--- src/rtl/cnn_relu_maxpool.sv ---
// ReLU + 2x2/stride-2 max pool over a raster-ordered IX x IY map, CO channels packed per word.
// Pooled word registered 1 cycle after its odd-row/odd-col pixel; no backpressure, input gaps allowed.
module cnn_relu_maxpool #(
  parameter int CO   = 3,
  parameter int I_BW = 23,
  parameter int IX   = 24,
  parameter int IY   = 24
) (
  input  logic                 clk,
  input  logic                 reset_n,
  input  logic                 i_valid,
  input  logic [CO*I_BW-1:0]   i_fmap,
  output logic                 o_valid,
  output logic [CO*I_BW-1:0]   o_fmap,
  output logic                 o_frame_done
);

  localparam int LD = IX / 2;
  localparam int CW = (IX > 1) ? $clog2(IX) : 1;
  localparam int RW = (IY > 1) ? $clog2(IY) : 1;
  localparam int AW = (LD > 1) ? $clog2(LD) : 1;

  if ((IX % 2) != 0 || (IY % 2) != 0) begin : g_odd_dims
    $error("cnn_relu_maxpool: IX and IY must both be even");
  end

  typedef logic [CO-1:0][I_BW-1:0] chvec_t;

  logic [CW-1:0] col;
  logic [RW-1:0] row;
  logic [AW-1:0] lb_addr;
  logic          last_col;
  logic          last_row;
  chvec_t        hold;
  chvec_t        relu_v;
  chvec_t        pair_v;
  chvec_t        pool_v;
  chvec_t        lb_rd;
  chvec_t        linebuf [LD];

  function automatic logic [I_BW-1:0] umax(input logic [I_BW-1:0] a, input logic [I_BW-1:0] b);
    return (a > b) ? a : b;
  endfunction

  assign lb_addr  = AW'(col >> 1);
  assign last_col = (col == CW'(IX - 1));
  assign last_row = (row == RW'(IY - 1));
  assign lb_rd    = linebuf[lb_addr];

  // After ReLU every value is non-negative, so unsigned compares give the signed max.
  always_comb begin
    relu_v = '0;
    pair_v = '0;
    pool_v = '0;
    for (int c = 0; c < CO; c++) begin
      relu_v[c] = i_fmap[c*I_BW + I_BW - 1] ? '0 : i_fmap[c*I_BW +: I_BW];
      pair_v[c] = umax(hold[c], relu_v[c]);
      pool_v[c] = umax(pair_v[c], lb_rd[c]);
    end
  end

  // Even rows park the horizontal pair max; the next odd row consumes it, so no clearing is needed.
  always_ff @(posedge clk) begin
    if (reset_n && i_valid && !row[0] && col[0]) begin
      linebuf[lb_addr] <= pair_v;
    end
  end

  always_ff @(posedge clk) begin
    if (!reset_n) begin
      col          <= '0;
      row          <= '0;
      hold         <= '0;
      o_valid      <= 1'b0;
      o_fmap       <= '0;
      o_frame_done <= 1'b0;
    end else begin
      o_valid      <= 1'b0;
      o_frame_done <= 1'b0;
      if (i_valid) begin
        if (!col[0]) begin
          hold <= relu_v;
        end
        if (row[0] && col[0]) begin
          o_valid      <= 1'b1;
          o_fmap       <= pool_v;
          o_frame_done <= last_row && last_col;
        end
        if (last_col) begin
          col <= '0;
          row <= last_row ? '0 : row + 1'b1;
        end else begin
          col <= col + 1'b1;
        end
      end
    end
  end

endmodule

--- config.mk ---
export PLATFORM = sky130hd
export DESIGN_NAME = cnn_relu_maxpool
export DESIGN_NICKNAME = d
export VERILOG_FILES = /design/src/rtl/cnn_relu_maxpool.sv
export SDC_FILE = /design/constraint.sdc
export NUM_CORES = 1
export LEC_CHECK = 0
export ABC_AREA = 1
export ABC_CLOCK_PERIOD_IN_PS = 8200
export CORE_ASPECT_RATIO = 0.75
export CORE_MARGIN = 5
export CORE_UTILIZATION = 60
export DETAILED_ROUTE_END_ITERATION = 7
export PLACE_DENSITY_LB_ADDON = 0.1
export SETUP_SLACK_MARGIN = 0.2
export SYNTH_ARGS = -nofsm -noshare
export SYNTH_HDL_FRONTEND = slang
export SYNTH_SLANG_ARGS = --single-unit
--- constraint.sdc ---
create_clock -name clk -period 8.2 [get_ports clk]
set_input_delay 1.64 -clock clk [delete_from_list [all_inputs] [get_ports clk]]
set_output_delay 1.64 -clock clk [all_outputs]
set_load 0.02 [all_outputs]
; ---- Word-level counts from Yosys, hierarchy flattened
; Memories as Yosys holds them, arrays and structs flattened. A register that Yosys moved wholly into a read port is not among the register bits.
; Index checks and enable logic that the tools add are counted.
[classes]
add_sub_neg = 2
magnitude_cmp = 6
n_eq_ne = 2
muxes = 16
n_bitwise = 1
reduce_logical = 11
[ops]
columns = op, count
row1 = 23-bit 2-to-1 mux, 6
row2 = 23-bit by 22-bit greater-than comparator with 1-bit output, 3
row3 = 23-bit greater-than comparator, 3
row4 = 22-bit 2-to-1 mux, 3
row5 = 5-bit by 1-bit adder with 5-bit output (second input constant), 2
row6 = 5-bit == test (second input constant), 2
row7 = 5-bit 2-to-1 mux, 2
row8 = 4-bit 2-to-1 mux, 2
row9 = 2-bit AND reduction, 4
row10 = 1-bit logical AND, 5
row11 = 1-bit 2-to-1 mux, 3
row12 = 3-bit AND reduction, 1
row13 = 1-bit zero test, 1
row14 = 1-bit inverter, 1
[word_totals]
regBits = 150
ramBits = 828
in_bits = 72
output_inout_bits = 71
word_cells = 47
n_memories = 1
[mem_list]
columns = name, depth, word_bits, rd, rd_clocked_by_memory_dff, wr, line_no
row1 = linebuf, 12, 69, 1, 1, 1, 39  ; chvec_t linebuf [LD];

; ---- Depth between registers and ports, before layout
[logic_depth]
ltp_word = 5
ltp_mapped = 31
depth_no_buf = 28

; ---- Worst setup path before layout
; No wires, ideal clock.
[synth_timing]
path_kind = in2reg
from = input reset_n
to = memory linebuf[6][0] (netlist name), enable pin
setup_ns = 0.572
arrival_time_ns = 6.579
required_ns = 7.628
setup_slack_ns = 1.050
cell_stages = 6
path_buffers = 0
path_cell_list = inv_2 nor2_1 nand2_1 inv_1 nand2_1 nor3_1
[synth_between]
elab_chain_len = 5
[synth_rtl]
columns = element, line_no
row1 = from (decl), 10  ; input logic reset_n,
row2 = 1-bit logical AND (3 in series), 64  ; if (reset_n && i_valid && !row[0] && col[0]) begin
row3 = 1-bit 2-to-1 mux, 64
row4 = 1-bit 2-to-1 mux (not written as such), 65  ; linebuf[lb_addr] <= pair_v;
row5 = to (decl), 39
; No other way between the ends.

==> flow_summary.json <==
{
  "cp-end-kind": "register",
  "port_buffers": 139,
  "maxClockFrequency_mhz": 143,
  "synth_compound_area_share_pct": 12.2,
  "num_antenna_cells": 0,
  "timing.final.max_slew_violations": 0,
  "clock_latency_ns": 0.66,
  "cp_top_delay_family": "simple AND/OR/NAND/NOR gates",
  "grtUsageTotal_pct": 27.3,
  "cts_post_setup_buffers_inserted": 0,
  "cts-root-buf": "sky130_fd_sc_hd__clkbuf_16",
  "outcome": "finished clean",
  "placementRows": 85,
  "die_boundary_width_um": 320,
  "criticalPathCategory": "in2reg",
  "fin_crit_sh_pct": 85.3,
  "rsz_0062_raised_after_global_routing": "no",
  "post_synth_mux_area_share_pct": 0,
  "routabilityCongestion": 0.863,
  "ys_seq_elements": 940,
  "hold_class": "reg2reg",
  "ff_latch_area_mm2": 0.0268,
  "worst_setup_path_start_kind": "input pin",
  "post_synth_inst_count": 4204,
  "antenna_found_initial": 0,
  "report.power.total_w": 0.0106,
  "critical-path-slowest-cell": "sky130_fd_sc_hd__inv_1",
  "grt_first_pass_wirelength_mm": 166,
  "power.density_cell_area_mw_per_mm2": 221,
  "hold_slack_ns": 0.466,
  "clock_sinks": 940,
  "grt_max_degree": 218,
  "final_nets": 4450,
  "area_growth_syn_to_layout_pct": 10.9,
  "num_io_pins": 143,
  "synth_top_family_by_area": "simple AND/OR/NAND/NOR gates",
  "seq_area_frac_synth_pct": 61.8,
  "slew-limit-headroom_pct": 17.7,
  "finalClockSkew_ns": 0.0269,
  "cts-root-to-sink-buffers": 3,
  "slowest_delay_ns": 0.64,
  "synth_cell_types": 32,
  "power.leakage_nw": 18.7,
  "setup_violations": 0,
  "post-route-worst-setup-slack_ns": 1.20,
  "data_arrival_time_of_the_critical_path_ns": 7.49,
  "multi_input_comb_area_mm2": 0.0132,
  "cts.clk_slew.worst_paths_ns": 0.06,
  "start_util_pct": 60.4,
  "fin_tns_setup_ns": 0,
  "first_global_vias": 28201,
  "tritoncts_clock_tree": "built",
  "die-height_um": 243,
  "route.antenna.remaining_nets": 0,
  "wl_per_cell_um": 20.4,
  "yosys.area_share.adder_pct": 3.87,
  "critPathBufInv": 5,
  "grt_remaining_overflow": 0,
  "fin_crit_ns": 7.00,
  "synth.avg_cell_area_um2": 10.3,
  "vias_per_cell": 5.69,
  "actual_slew_at_the_worst_max_slew_pin_ns": 1.23,
  "synth.yosys.warnings": 0,
  "drv_cap": 0,
  "cts_made_buffers": 91,
  "critPathMaxFanout": 23,
  "post_cts_resized": 0,
  "post_synth_instance_area_mm2": 0.0433,
  "via_count": 29989,
  "dieArea_mm2": 0.0777,
  "cts-htree-levels": 3,
  "post_synth_and_or_nand_nor_area_fraction_pct": 14.1,
  "pre_cts_slack_ns": 0.692,
  "hold_fix_buffer_count_after_cts": 0,
  "floorplan.core_area_mm2": 0.0717,
  "drt_wl_total_mm": 107,
  "power.ir.vdd_worst_mv": 0.165,
  "cp_common_cell": "sky130_fd_sc_hd__nand2_1",
  "final-hold-violation-count": 0,
  "drc_errors": 0,
  "drt_first_iter_violations": 3123,
  "synth_xor_xnor_area_share_pct": 0,
  "layout_cell_share_with_drive_strength_beyond_1_pct": 7.67,
  "crit_required_ns": 8.69,
  "nFillCells": 5507,
  "half_perimeter_wire_length_after_placement_mm": 61.2,
  "drtPass1Iterations": 6
}
## cell type report
| class | instances | area share (%) |
|---|---|---|
| clock buffer | 124 | 5.20 |
| clock inverter | 41 | 0.883 |
| inverter | 576 | 4.52 |
| multi-input combinational | 2448 | 27.4 |
| sequential | 940 | 55.7 |
| tap | 957 | 2.49 |
| timing repair buffer | 187 | 3.77 |
## per-layer routing
metal  GRT usage, %  wire, um  share of wire [%]  vias up
met4           6.10      2040                1.9        0
met2           39.3     45400                 42     1264
met3           5.66     10100                9.4      140
met5              0         0                  0        -
met1           43.1     49800                 46    14123
li1               -         -                  -    14462
## power by group
part / switching, W / internal, W / leakage, nW
combinational: 0.000776 / 0.000301 / 8.85
sequential: 0.0000364 / 0.00533 / 8.47
clock: 0.00178 / 0.00238 / 1.42
## tightest hold or removal path, cell delays in order, from the launching register on
cell,delay (ns)
sky130_fd_sc_hd__dfxtp_1,0.31
sky130_fd_sc_hd__nand2_1,0.06
sky130_fd_sc_hd__a21oi_1,0.05
## cells in the mapped netlist
master / number / area, um^2
sky130_fd_sc_hd__a211oi_1: 1 / 7.51
sky130_fd_sc_hd__a21o_1: 3 / 22.5
sky130_fd_sc_hd__a21oi_1: 292 / 1460
sky130_fd_sc_hd__a21oi_2: 83 / 727
sky130_fd_sc_hd__buf_1: 7 / 26.3
sky130_fd_sc_hd__buf_12: 4 / 80.1
sky130_fd_sc_hd__buf_2: 88 / 440
sky130_fd_sc_hd__buf_4: 10 / 75.1
sky130_fd_sc_hd__buf_6: 20 / 225
sky130_fd_sc_hd__buf_8: 3 / 45.0
sky130_fd_sc_hd__clkbuf_1: 105 / 394
sky130_fd_sc_hd__clkbuf_2: 5 / 25.0
sky130_fd_sc_hd__conb_1: 1 / 3.75
sky130_fd_sc_hd__dfxtp_1: 148 / 2960
sky130_fd_sc_hd__edfxtp_1: 792 / 23800
sky130_fd_sc_hd__ha_1: 134 / 1680
sky130_fd_sc_hd__inv_1: 575 / 2160
sky130_fd_sc_hd__inv_2: 1 / 3.75
sky130_fd_sc_hd__nand2_1: 992 / 3720
sky130_fd_sc_hd__nand2_2: 35 / 219
sky130_fd_sc_hd__nand3_1: 339 / 1700
sky130_fd_sc_hd__nand3_2: 10 / 100
sky130_fd_sc_hd__nand3b_1: 2 / 15.0
sky130_fd_sc_hd__nand4_1: 6 / 37.5
sky130_fd_sc_hd__nor2_1: 68 / 255
sky130_fd_sc_hd__nor3_1: 12 / 60.1
sky130_fd_sc_hd__nor4_1: 2 / 12.5
sky130_fd_sc_hd__o211ai_1: 253 / 1900
sky130_fd_sc_hd__o211ai_2: 11 / 138
sky130_fd_sc_hd__o21ai_0: 135 / 676
sky130_fd_sc_hd__o21ai_1: 66 / 330
sky130_fd_sc_hd__o221ai_1: 1 / 8.76
## placed cells by master, fill, tap and decap left out, types with 2 or more instances in the layout
| master | count |
|---|---|
| sky130_fd_sc_hd__clkinv_2 | 13 |
| sky130_fd_sc_hd__clkbuf_1 | 27 |
| sky130_fd_sc_hd__a21o_1 | 3 |
| sky130_fd_sc_hd__clkbuf_8 | 3 |
| sky130_fd_sc_hd__dfxtp_4 | 4 |
| sky130_fd_sc_hd__inv_6 | 3 |
| sky130_fd_sc_hd__clkdlybuf4s50_1 | 138 |
| sky130_fd_sc_hd__conb_1 | 3 |
| sky130_fd_sc_hd__nor2_1 | 60 |
| sky130_fd_sc_hd__nand3_1 | 339 |
| sky130_fd_sc_hd__nand2_1 | 991 |
| sky130_fd_sc_hd__nor4_1 | 2 |
| sky130_fd_sc_hd__o21ai_1 | 66 |
| sky130_fd_sc_hd__clkinv_1 | 17 |
| sky130_fd_sc_hd__o211ai_2 | 11 |
| sky130_fd_sc_hd__nand3_2 | 10 |
| sky130_fd_sc_hd__ha_1 | 134 |
| sky130_fd_sc_hd__a21oi_2 | 83 |
| sky130_fd_sc_hd__nor3_2 | 5 |
| sky130_fd_sc_hd__a21oi_1 | 292 |
| sky130_fd_sc_hd__nor2_4 | 8 |
| sky130_fd_sc_hd__nor3_1 | 7 |
| sky130_fd_sc_hd__o21ai_0 | 135 |
| sky130_fd_sc_hd__buf_4 | 43 |
| sky130_fd_sc_hd__inv_1 | 572 |
| sky130_fd_sc_hd__o211ai_1 | 253 |
| sky130_fd_sc_hd__nand4_1 | 6 |
| sky130_fd_sc_hd__bufinv_16 | 8 |
| sky130_fd_sc_hd__clkbuf_16 | 94 |
| sky130_fd_sc_hd__dfxtp_1 | 144 |
| sky130_fd_sc_hd__nand2_2 | 35 |
| sky130_fd_sc_hd__buf_12 | 5 |
| sky130_fd_sc_hd__nand3b_1 | 2 |
| sky130_fd_sc_hd__edfxtp_1 | 792 |
## cell families after synthesis
| logic type | after synthesis |
|---|---|
| buffers and inverters | 818 |
| adder cells (fa/ha/maj) | 134 |
| other | 1 |
| AO/OA/AOI/OAI | 845 |
| flip-flops | 940 |
| AND/OR/NAND/NOR | 1466 |
## sequential cells by signal, summed over array words and instances, names as in the netlist, named ones only
register and count:
o_fmap 66, linebuf 792, o_frame_done 1, o_valid 1
col 5, hold 66, row 5
## per-stage QoR
stage	util, %	cells	cell area, um^2
2_1_floorplan	-	4206	43300
3_3_place_gp	62.9	5108	45100
3_5_place_dp	62.9	5108	45100
4_1_cts	67.0	5273	48000
5_1_grt	67.0	5273	48000
6_report	67.0	5273	48000
## final timing paths
path	from	endpoint	slack, ns	depth (start not counted)
hold reg to reg	o_fmap[51]	o_fmap[51]	0.47	2
hold / removal	o_fmap[51]	o_fmap[51]	0.47	2
setup reg to reg	register	o_fmap[13]	3.10	20
setup / recovery	i_fmap[45]	o_fmap[37]	1.20	26
Power figures use the tool's default switching activity.
